`src/rtl/pll_ctrl_pkg.sv`:
```
// Shared types and widths for the PLL LMMI control slice.
package pll_ctrl_pkg;

  localparam int LMMI_OFFSET_W = 7;
  localparam int LMMI_DATA_W   = 8;

  typedef enum logic [2:0] {
    ST_IDLE     = 3'd0,
    ST_ACCESS   = 3'd1,
    ST_RDWAIT   = 3'd2,
    ST_RESP     = 3'd3,
    ST_PLLRST   = 3'd4,
    ST_LOCKWAIT = 3'd5
  } pll_lmmi_state_e;

  function automatic int unsigned max3(input int unsigned a,
                                       input int unsigned b,
                                       input int unsigned c);
    int unsigned m;
    m = (a > b) ? a : b;
    return (m > c) ? m : c;
  endfunction

endpackage

```
`src/rtl/pll_lmmi_ctrl_if.sv`:
```
// Register request/response bus plus the LMMI port of the PLL.
// slave = controller view, master = system/PLL side.
interface pll_lmmi_ctrl_if;

  logic                                   req_valid_i;
  logic                                   req_ready_o;
  logic                                   req_write_i;
  logic [pll_ctrl_pkg::LMMI_OFFSET_W-1:0] req_addr_i;
  logic [pll_ctrl_pkg::LMMI_DATA_W-1:0]   req_wdata_i;
  logic                                   rsp_valid_o;
  logic [pll_ctrl_pkg::LMMI_DATA_W-1:0]   rsp_rdata_o;
  logic                                   rsp_err_o;

  logic                                   lmmi_request_o;
  logic                                   lmmi_wrrd_n_o;
  logic [pll_ctrl_pkg::LMMI_OFFSET_W-1:0] lmmi_offset_o;
  logic [pll_ctrl_pkg::LMMI_DATA_W-1:0]   lmmi_wdata_o;
  logic [pll_ctrl_pkg::LMMI_DATA_W-1:0]   lmmi_rdata_i;
  logic                                   lmmi_rdatavalid_i;
  logic                                   lmmi_ready_i;

  modport slave (
    input  req_valid_i, req_write_i, req_addr_i, req_wdata_i,
           lmmi_rdata_i, lmmi_rdatavalid_i, lmmi_ready_i,
    output req_ready_o, rsp_valid_o, rsp_rdata_o, rsp_err_o,
           lmmi_request_o, lmmi_wrrd_n_o, lmmi_offset_o, lmmi_wdata_o
  );

  modport master (
    output req_valid_i, req_write_i, req_addr_i, req_wdata_i,
           lmmi_rdata_i, lmmi_rdatavalid_i, lmmi_ready_i,
    input  req_ready_o, rsp_valid_o, rsp_rdata_o, rsp_err_o,
           lmmi_request_o, lmmi_wrrd_n_o, lmmi_offset_o, lmmi_wdata_o
  );

endinterface

```
`src/rtl/pll_lmmi_ctrl_sync2.sv`:
```
// Generic two-flop synchronizer, asynchronously cleared to 0.
module sync2 (
  input  logic clk_i,
  input  logic rst_i,
  input  logic d_i,
  output logic q_o
);

  logic meta_q;
  logic sync_q;

  // NOTE: flops use non-blocking <= so every stage samples the pre-edge value.
  always_ff @(posedge clk_i or posedge rst_i) begin
    if (rst_i) begin
      meta_q <= 1'b0;
      sync_q <= 1'b0;
    end else begin
      meta_q <= d_i;
      sync_q <= meta_q;
    end
  end

  assign q_o = sync_q;

endmodule

```
`src/rtl/pll_lmmi_ctrl.sv`:
```
// Register-request to LMMI bridge with PLL reset/relock sequencing and lock qualification.
// Define PLL_LMMI_CTRL_TIMEOUT_EN to enable the access and lock timeouts.
module pll_lmmi_ctrl
  import pll_ctrl_pkg::*;
#(
  parameter int unsigned RST_CYCLES   = 16,
  parameter int unsigned TIMEOUT      = 1023,
  parameter int unsigned LOCK_TIMEOUT = 65535
) (
  input  logic                  clk_i,
  input  logic                  rst_i,
  pll_lmmi_ctrl_if.slave        bus,
  input  logic                  relock_i,
  output logic                  busy_o,
  output logic                  locked_o,
  output logic                  lock_err_o,
  input  logic                  pll_lock_i,
  output logic                  pll_reset_o
);

  if (RST_CYCLES == 0 || TIMEOUT == 0 || LOCK_TIMEOUT == 0) begin : g_bad_cfg
    $error("pll_lmmi_ctrl: RST_CYCLES, TIMEOUT and LOCK_TIMEOUT must all be >= 1");
  end

`ifdef PLL_LMMI_CTRL_TIMEOUT_EN
  localparam int unsigned CNT_MAX = max3(TIMEOUT, RST_CYCLES, LOCK_TIMEOUT);
`else
  localparam int unsigned CNT_MAX = RST_CYCLES;
`endif
  localparam int CNT_W = $clog2(CNT_MAX + 1);

  typedef logic [CNT_W-1:0] cnt_t;

  localparam cnt_t CNT_SAT = '1;
  localparam cnt_t RST_LIM = cnt_t'(RST_CYCLES);
`ifdef PLL_LMMI_CTRL_TIMEOUT_EN
  // The counter holds "cycles since accept"; firing at TIMEOUT-1 lands the
  // error response exactly TIMEOUT cycles after the accept.
  localparam cnt_t TO_LIM   = cnt_t'(TIMEOUT - 1);
  localparam cnt_t LOCK_LIM = cnt_t'(LOCK_TIMEOUT);
`endif

  pll_lmmi_state_e            state_q, state_d;
  cnt_t                       cnt_q, cnt_d, cnt_inc;
  logic                       write_q, write_d;
  logic [LMMI_OFFSET_W-1:0]   addr_q, addr_d;
  logic [LMMI_DATA_W-1:0]     wdata_q, wdata_d;
  logic [LMMI_DATA_W-1:0]     rsp_rdata_q, rsp_rdata_d;
  logic                       rsp_err_q, rsp_err_d;
  logic                       lock_err_q, lock_err_d;
  logic                       live_q;
  logic                       lock_sync;
  logic                       req_ready;
  logic                       accept;
  logic                       access_to;

  sync2 u_lock_sync (
    .clk_i (clk_i),
    .rst_i (rst_i),
    .d_i   (pll_lock_i),
    .q_o   (lock_sync)
  );

  // live_q keeps req_ready_o low while reset is applied and for one cycle after.
  assign req_ready = live_q & (state_q == ST_IDLE) & ~relock_i;
  assign accept    = req_ready & bus.req_valid_i;
  assign cnt_inc   = (cnt_q == CNT_SAT) ? cnt_q : cnt_q + cnt_t'(1);

`ifdef PLL_LMMI_CTRL_TIMEOUT_EN
  assign access_to = (cnt_q >= TO_LIM);
`else
  assign access_to = 1'b0;
`endif

  // NOTE: every always_comb output gets a default first, so no path can infer a latch.
  always_comb begin
    state_d     = state_q;
    cnt_d       = cnt_inc;
    write_d     = write_q;
    addr_d      = addr_q;
    wdata_d     = wdata_q;
    rsp_rdata_d = rsp_rdata_q;
    rsp_err_d   = rsp_err_q;
    lock_err_d  = lock_err_q;

    unique case (state_q)
      ST_IDLE: begin
        cnt_d = cnt_t'(1);
        if (live_q && relock_i) begin
          state_d    = ST_PLLRST;
          lock_err_d = 1'b0;
        end else if (accept) begin
          state_d = ST_ACCESS;
          write_d = bus.req_write_i;
          addr_d  = bus.req_addr_i;
          wdata_d = bus.req_wdata_i;
        end
      end

      ST_ACCESS: begin
        if (bus.lmmi_ready_i) begin
          if (write_q) begin
            state_d     = ST_RESP;
            rsp_rdata_d = '0;
            rsp_err_d   = 1'b0;
          end else if (bus.lmmi_rdatavalid_i) begin
            state_d     = ST_RESP;
            rsp_rdata_d = bus.lmmi_rdata_i;
            rsp_err_d   = 1'b0;
          end else begin
            state_d = ST_RDWAIT;
          end
        end else if (access_to) begin
          state_d     = ST_RESP;
          rsp_rdata_d = '0;
          rsp_err_d   = 1'b1;
        end
      end

      ST_RDWAIT: begin
        if (bus.lmmi_rdatavalid_i) begin
          state_d     = ST_RESP;
          rsp_rdata_d = bus.lmmi_rdata_i;
          rsp_err_d   = 1'b0;
        end else if (access_to) begin
          state_d     = ST_RESP;
          rsp_rdata_d = '0;
          rsp_err_d   = 1'b1;
        end
      end

      ST_RESP: state_d = ST_IDLE;

      ST_PLLRST: begin
        if (cnt_q >= RST_LIM) begin
          state_d = ST_LOCKWAIT;
          cnt_d   = cnt_t'(1);
        end
      end

      ST_LOCKWAIT: begin
        if (lock_sync) begin
          state_d = ST_IDLE;
        end
`ifdef PLL_LMMI_CTRL_TIMEOUT_EN
        else if (cnt_q >= LOCK_LIM) begin
          state_d    = ST_IDLE;
          lock_err_d = 1'b1;
        end
`endif
      end

      default: state_d = ST_IDLE;
    endcase
  end

  always_ff @(posedge clk_i or posedge rst_i) begin
    if (rst_i) begin
      state_q     <= ST_IDLE;
      cnt_q       <= '0;
      write_q     <= 1'b0;
      addr_q      <= '0;
      wdata_q     <= '0;
      rsp_rdata_q <= '0;
      rsp_err_q   <= 1'b0;
      lock_err_q  <= 1'b0;
      live_q      <= 1'b0;
    end else begin
      state_q     <= state_d;
      cnt_q       <= cnt_d;
      write_q     <= write_d;
      addr_q      <= addr_d;
      wdata_q     <= wdata_d;
      rsp_rdata_q <= rsp_rdata_d;
      rsp_err_q   <= rsp_err_d;
      lock_err_q  <= lock_err_d;
      live_q      <= 1'b1;
    end
  end

  assign bus.req_ready_o    = req_ready;
  assign bus.rsp_valid_o    = (state_q == ST_RESP);
  assign bus.rsp_rdata_o    = rsp_rdata_q;
  assign bus.rsp_err_o      = rsp_err_q;
  assign bus.lmmi_request_o = (state_q == ST_ACCESS);
  assign bus.lmmi_wrrd_n_o  = write_q;
  assign bus.lmmi_offset_o  = addr_q;
  assign bus.lmmi_wdata_o   = wdata_q;

  assign busy_o      = (state_q != ST_IDLE);
  assign pll_reset_o = (state_q == ST_PLLRST);
  assign locked_o    = lock_sync & (state_q != ST_PLLRST) & (state_q != ST_LOCKWAIT);
  assign lock_err_o  = lock_err_q;

endmodule
```
`src/flat_wrapper.sv`:
```
// flat-port wrapper written by rule: the top's interface ports become plain ports
module pll_lmmi_ctrl_flat import pll_ctrl_pkg::*;
#(
  parameter int unsigned RST_CYCLES   = 16,
  parameter int unsigned TIMEOUT      = 1023,
  parameter int unsigned LOCK_TIMEOUT = 65535
)
  (clk_i, rst_i, relock_i, busy_o, locked_o, lock_err_o, pll_lock_i, pll_reset_o, bus_req_valid_i, bus_req_write_i, bus_req_addr_i, bus_req_wdata_i, bus_lmmi_rdata_i, bus_lmmi_rdatavalid_i, bus_lmmi_ready_i, bus_req_ready_o, bus_rsp_valid_o, bus_rsp_rdata_o, bus_rsp_err_o, bus_lmmi_request_o, bus_lmmi_wrrd_n_o, bus_lmmi_offset_o, bus_lmmi_wdata_o);
  pll_lmmi_ctrl_if bus_i ();
  input  logic clk_i;
  input  logic rst_i;
  input  logic relock_i;
  output logic busy_o;
  output logic locked_o;
  output logic lock_err_o;
  input  logic pll_lock_i;
  output logic pll_reset_o;
  input wire logic [$bits(bus_i.req_valid_i)-1:0] bus_req_valid_i;
  input wire logic [$bits(bus_i.req_write_i)-1:0] bus_req_write_i;
  input wire logic [$bits(bus_i.req_addr_i)-1:0] bus_req_addr_i;
  input wire logic [$bits(bus_i.req_wdata_i)-1:0] bus_req_wdata_i;
  input wire logic [$bits(bus_i.lmmi_rdata_i)-1:0] bus_lmmi_rdata_i;
  input wire logic [$bits(bus_i.lmmi_rdatavalid_i)-1:0] bus_lmmi_rdatavalid_i;
  input wire logic [$bits(bus_i.lmmi_ready_i)-1:0] bus_lmmi_ready_i;
  output wire logic [$bits(bus_i.req_ready_o)-1:0] bus_req_ready_o;
  output wire logic [$bits(bus_i.rsp_valid_o)-1:0] bus_rsp_valid_o;
  output wire logic [$bits(bus_i.rsp_rdata_o)-1:0] bus_rsp_rdata_o;
  output wire logic [$bits(bus_i.rsp_err_o)-1:0] bus_rsp_err_o;
  output wire logic [$bits(bus_i.lmmi_request_o)-1:0] bus_lmmi_request_o;
  output wire logic [$bits(bus_i.lmmi_wrrd_n_o)-1:0] bus_lmmi_wrrd_n_o;
  output wire logic [$bits(bus_i.lmmi_offset_o)-1:0] bus_lmmi_offset_o;
  output wire logic [$bits(bus_i.lmmi_wdata_o)-1:0] bus_lmmi_wdata_o;
  assign bus_i.req_valid_i = bus_req_valid_i;
  assign bus_i.req_write_i = bus_req_write_i;
  assign bus_i.req_addr_i = bus_req_addr_i;
  assign bus_i.req_wdata_i = bus_req_wdata_i;
  assign bus_i.lmmi_rdata_i = bus_lmmi_rdata_i;
  assign bus_i.lmmi_rdatavalid_i = bus_lmmi_rdatavalid_i;
  assign bus_i.lmmi_ready_i = bus_lmmi_ready_i;
  assign bus_req_ready_o = bus_i.req_ready_o;
  assign bus_rsp_valid_o = bus_i.rsp_valid_o;
  assign bus_rsp_rdata_o = bus_i.rsp_rdata_o;
  assign bus_rsp_err_o = bus_i.rsp_err_o;
  assign bus_lmmi_request_o = bus_i.lmmi_request_o;
  assign bus_lmmi_wrrd_n_o = bus_i.lmmi_wrrd_n_o;
  assign bus_lmmi_offset_o = bus_i.lmmi_offset_o;
  assign bus_lmmi_wdata_o = bus_i.lmmi_wdata_o;
  pll_lmmi_ctrl #(.RST_CYCLES(RST_CYCLES), .TIMEOUT(TIMEOUT), .LOCK_TIMEOUT(LOCK_TIMEOUT)) u_core (.clk_i(clk_i), .rst_i(rst_i), .bus(bus_i), .relock_i(relock_i), .busy_o(busy_o), .locked_o(locked_o), .lock_err_o(lock_err_o), .pll_lock_i(pll_lock_i), .pll_reset_o(pll_reset_o));
endmodule
```
`config.mk`:
```
export PLATFORM = sky130hd
export DESIGN_NAME = pll_lmmi_ctrl_flat
export DESIGN_NICKNAME = d
export VERILOG_FILES = /design/src/rtl/pll_ctrl_pkg.sv /design/src/rtl/pll_lmmi_ctrl_if.sv /design/src/rtl/pll_lmmi_ctrl_sync2.sv /design/src/rtl/pll_lmmi_ctrl.sv /design/src/flat_wrapper.sv
export SDC_FILE = /design/constraint.sdc
export NUM_CORES = 1
export LEC_CHECK = 0
export CORE_MARGIN = 2
export CORE_UTILIZATION = 43
export DETAILED_ROUTE_END_ITERATION = 12
export GPL_TIMING_DRIVEN = 0
export PLACE_DENSITY = 0.79
export SYNTH_ARGS = -nofsm -noshare
export SYNTH_HDL_FRONTEND = slang
export SYNTH_SLANG_ARGS = --single-unit
export TNS_END_PERCENT = 30
```
`constraint.sdc`:
```
create_clock -name clk_i -period 1.9 [get_ports clk_i]
set_input_delay 0.285 -clock clk_i [delete_from_list [all_inputs] [get_ports clk_i]]
set_output_delay 0.285 -clock clk_i [all_outputs]
set_load 0.01 [all_outputs]
```
## Word level (Yosys, flattened, before mapping)

Index checks and enable logic that the tools add are counted.

- Word-level logic and storage cells: 59
- Output and inout port bits: 32
- Register bits: 36

- Mux-type cells: 20
- Reduce and logical (&&, ||, !) cells: 7
- Bitwise gates (word level): 7
- Equality and inequality tests: 13
- $lt $le $gt $ge: 1
- Add/subtract/negate cells: 1

Operators with widths:

| cell | number |
|---|---|
| 2-to-1 mux 8 bit | 3 |
| 2-to-1 mux 3 bit | 7 |
| one-hot mux 8 bit (2 select lines) | 1 |
| one-hot mux 3 bit (5 select lines) | 1 |
| 2-to-1 mux 5 bit | 2 |
| one-hot mux 5 bit (2 select lines) | 1 |
| equality test 3 x 2 -> 1 bit, second input constant | 2 |
| equality test 3 bit, second input constant | 2 |
| inequality test 2 bit, second input constant | 3 |
| inequality test 3 bit, second input constant | 2 |
| adder 5 x 1 -> 5 bit, second input constant | 1 |
| bitwise AND 1 bit | 5 |
| equality test 5 bit, second input constant | 1 |
| >= comparator 5 bit, second input constant | 1 |
| AND reduction 5 bit | 1 |
| 2-to-1 mux 1 bit | 4 |
| equality test 3 x 1 -> 1 bit, second input constant | 1 |
| logical NOT 3 bit | 1 |
| inequality test 3 x 2 -> 1 bit, second input constant | 1 |
| AND reduction 3 bit | 1 |
| nonzero test 3 bit | 1 |
| inequality test 2 x 1 -> 1 bit, second input constant | 1 |
| inverter 1 bit | 2 |
| one-hot mux 1 bit (2 select lines) | 1 |
| 3 further kinds | 3 |

## Longest topological paths before layout

- Depth after elaboration: 7
- Depth in mapped cells: 6

## Modules after synthesis

From an unflattened synthesis, not the netlist that was laid out.

- Cell total of the unflattened synthesis: 145
- Area total of the unflattened synthesis: 1672.9 µm²

By module, submodules not included:

| module | area an instance (µm²) | sequential area each (µm²) | cells each | instances |
|---|---|---|---|---|
| pll_lmmi_ctrl | 1619.1 | 850.8 | 142 | 1 |
| sync2 | 53.8 | 50.0 | 3 | 1 |

## Least setup slack after synthesis

Ideal clock, no wire load.

- Kind: register to register
- Start point: reg u_core.state_q[1]
- End point: reg u_core.state_q[0]
- Arrival: 1.419 ns
- Cell stages (with the launch flop): 6
- Buffers on the path: 1
- Library setup time: 0.128 ns
- Path slack: 0.353 ns
- Cell sequence: dfrtp_1 > buf_6 > or3_4 > nand2b_1 > o221ai_2 > mux2_1

- Longest elaborated chain between the ends: 6
- Elaborated cells between the ends (all ways): 15
- Classes of those cells: eq/ne: 9; mux: 1; bitwise: 3; reduce/logical: 2

RTL lines:

| item | RTL line | RTL |
|---|---|---|
| start: declaration | pll_lmmi_ctrl.sv:43 | `pll_lmmi_state_e state_q, state_d;` |
| start signal: assignment | pll_lmmi_ctrl.sv:169 | `state_q <= state_d;` |
| logical NOT 3 bit | pll_lmmi_ctrl.sv:65, pll_lmmi_ctrl.sv:86 |  |
| bitwise AND 1 bit (2 in series) | pll_lmmi_ctrl.sv:65 | `assign req_ready = live_q & (state_q == ST_IDLE) & ~relock_i;` |
| bitwise AND 1 bit | pll_lmmi_ctrl.sv:66 | `assign accept = req_ready & bus.req_valid_i;` |
| inequality test 3 x 2 -> 1 bit (no source line) | n/a |  |
| AND reduction 5 bit (no source line) | n/a |  |

Several ways; a longest one is shown, not always the timed one.
A chain may end at the register's enable or synchronous reset.

## Worst setup path in the final report

- Start point: reg u_core.state_q[1]
- End point: out bus_req_ready_o

- Longest elaborated chain between the ends: 3

RTL lines:

| item | RTL line | RTL |
|---|---|---|
| logical NOT 3 bit | pll_lmmi_ctrl.sv:65 |  |
| bitwise AND 1 bit (2 in series) | pll_lmmi_ctrl.sv:65 |  |
| end: declaration | flat_wrapper.sv:25 | `output wire logic [$bits(bus_i.req_ready_o)-1:0] bus_req_ready_o;` |

Every way passes these cells.

==> metrics.md <==
| Metric | Value |
|---|---|
| Ys flop type | dfrtp_1 |
| Fillers | roughly 280 |
| Worst slew pin tran | 705 ps |
| Yosys reg bits | 36 |
| Crit path from | u_core.state_q[1] |
| Post-layout min period | 1840 ps |
| DR WL/cell | approximately 13 um |
| LEAKAGE | 1.05 nW |
| Final-report hold violation count | 0 |
| Max Clk Rate | around 0.54 GHz |
| Worst r2r dst | u_core.state_q[0] |
| Crit path DAT | 1550 ps |
| Worst-skew pair later-pin latency | 280 ps |
| Pwr dens | 1500 nW/um2 |
| Antenna viol nets, final | 0 |
| Netlist Area Pre-Place | approximately 1600 um2 |
| Proportion of synthesized area in mux cells | 11.7% |
| Pwr Total | approximately 3.6 mW |
| FF-to-FF Start | u_core.state_q[1] |
| CP max-delay cell | dfrtp_1 |
| Worst Hold Path Cells | 0 |
| CP delay by family, top | simple AND/OR/NAND/NOR gates |
| Outcome | complete, no violations |
| Ports | 63 |
| Syn_nets | 174 |
| Async S/R FF share, synth | 100% |
| CTS sink cnt | 36 |
| Final Cell Area | around 2400 um2 |
| Worst Path Buf+Inv | 2 |
| Antenna cell count | 0 |
| Endpoints failing setup | 0 |
| H-Tree Depth | 2 |
| CP max stage delay | 400 ps |
| Min-Delay Endpoint | u_core.u_lock_sync.q_o |
| VDD IR max | 0.000746 V |
| Final period util | 96.7% |
| Sequential area share after synthesis | 54.9% |
| Number of vias per cell | 4.93 |
| Routability cong. | 0.816 |
| DRC viols | 0 |
| Cts bufs inserted | 5 |
| Dpl cells | 250 |
| Max Fanout on Critical Path | 10 |
| Number of max-cap violations | 0 |
| CTS tree | done |
| Post-Synth XOR/XNOR Area | 1.07% |
| Total gr overflow | 0 |
| Final net count | roughly 240 |
| Compound-Gate Fraction of Synth Area | 9.83% |
| Startpoint Class | register |
| Total wire length | 3460 um |
| Core Region | 3660 um2 |
| Synth unique cells | 38 |
| Row count | 22 |
| WHS | between 300 and 400 ps |
| Hold Crit Class | register to register |
| Max Slew Vio Count | 0 |
| Die ar. | 4330 um2 |
| Largest family of logic cells by synthesized area | simple AND/OR/NAND/NOR gates |
| CP Cell Sequence | buf_6 -> or3_4 -> nor3b_2 -> buf_2 |
| Overall Global Routing Usage | 18.7% |
| Detailed Place HPWL | 2660 um |
| Iter 0 DRT Violations | 44 |
| First-pass GRT wire length | 6050 um |
| Pre-Repair DR Iteration Count | 4 |
| Internal reg-to-reg setup slack | 280 ps |
| Kind of critical path | register to output port |
| CP endpoint kind | output port |
| Number of global-route vias before repair | about 1400 |
| RSZ-0062 raised after global routing | false |
| Root Driver | clkbuf_8 |
| Starting Density | 44.8% |
| CP required | between 1500 and 2000 ps |
| Largest net degree at the start of global routing | 37 |
| Post-Synth Adder-Cell Area | under 10% |
| Clk pin slew, worst setup/hold paths | roughly 70 ps |
| Number of synthesized flops with an enable pin | 0 |
| Die Ht | 65.8 um |
| Post-Synth Simple-Gate Area | 16.0% |
| Max clock buf depth | 2 |
| Synth Instances | 141 |
| Die X | 65.8 um |
| Initial antenna violation count | 0 |
| Via Count | 1266 |
| Final Non-Filler Cells | 257 |
| Final setup skew | 3.22 ps |
| Layout area overhead | 45.4% |
| Final Util | 65.2% |
| Share of layout cells above drive strength 1 | 13.4% |
| Max transition margin | 52.9% |
| PortBufs | 61 |
| Hold_sp | u_core.u_lock_sync.meta_q |
| Post-Syn Area per Cell | 11.6 um2 |
| Cell depth of the worst flop-to-flop path | 5 |
| Post-Place Cell Area | 2310 um2 |
| Syn. warnings | 0 |
[cell usage after synthesis (3+ instances only)]
cell type / number / area share (%)
dfrtp_1: 36 / 55
nor2_1: 11 / 2.5
a21oi_1: 10 / 3.0
nand2_1: 10 / 2.3
mux2_1: 9 / 6.2
mux2_2: 8 / 5.5
inv_1: 6 / 1.4
nand3_1: 6 / 1.8
nand2b_1: 5 / 1.9
o21ai_0: 4 / 1.2
buf_6: 3 / 2.1
[worst max-delay path by stage]
stage / to / slack [ps] / depth (start not counted)
floorplan: u_core.state_q[0] / 350 / 5
global placement: bus_req_ready_o / -20 / 4
detailed placement: bus_req_ready_o / -90 / 4
CTS: bus_req_ready_o / 50 / 4
global route: bus_req_ready_o / 20 / 4
finish: bus_req_ready_o / 60 / 4
[repair_timing]
| action | 4_1_cts | 5_1_grt |
|---|---|---|
| setup endpoints to repair | 6 | 0 |
| hold buffers | 0 | 0 |
| gates resized for setup | 11 | 0 |
| setup buffers | 0 | 0 |
[sequential cells by signal, indices dropped and copies added, names as in the netlist]
signal / count
u_core.bus.lmmi_offset_o: 7
u_core.bus.lmmi_wdata_o: 8
u_core.bus.lmmi_wrrd_n_o: 1
u_core.bus.rsp_err_o: 1
u_core.bus.rsp_rdata_o: 8
u_core.cnt_q: 5
u_core.live_q: 1
u_core.state_q: 3
u_core.u_lock_sync.meta_q: 1
u_core.u_lock_sync.q_o: 1
[layout make-up]
cell class / instances / area (um2) / share of cell area [%]
well taps: 48 / 60.1 / 2.52
flip-flops and latches: 36 / 901 / 37.7
clock inverters: 1 / 5.00 / 0.210
multi-input cells: 93 / 671 / 28.1
repair buffers: 61 / 599 / 25.1
inverters: 6 / 22.5 / 0.943
plain buffers: 6 / 56.3 / 2.36
clock buffers: 6 / 72.6 / 3.04
[logic make-up after synthesis]
logic type	Yosys count
AO/OA/AOI/OAI	24
XOR/XNOR	2
adder cells (fa/ha/maj)	2
buffers and inverters	12
flip-flops	36
multiplexers	17
other	2
AND/OR/NAND/NOR	46
[power breakdown]
group / switching (mW) / internal, mW
registers: 0.209 / 1.10
logic: 0.785 / 0.989
clock network: 0.246 / 0.249
[per-stage QoR]
stage	TNS, ps	worst slack [ps]
finish	0	61.9
global route	0	17.1
CTS	0	48.2
detailed placement	-94.0	-94.0
global placement	-22.7	-22.7
floorplan	0	353
[placed cells by master (no fill, tap or decap), drive strengths merged, types with 2 or more instances in the layout]
cell	instances
and2	2
nor2	13
a21oi	10
o21ai	6
nand3	6
clkbuf	7
ha	2
nand2b	5
inv	6
clkdlybuf4s50	55
buf	6
nor3b	2
nand2	10
dfrtp	36
conb	2
dlygate4sd2	5
mux2	17
or3	2
[per-layer routing]
metal	GRT usage (%)	up-vias	part of all wire (%)
met3	8.86	7	12
met1	21.0	605	37
li1	-	607	-
met2	29.9	47	49
met5	0	-	0
met4	8.85	0	2.3
(Power assumes the default switching activity.)
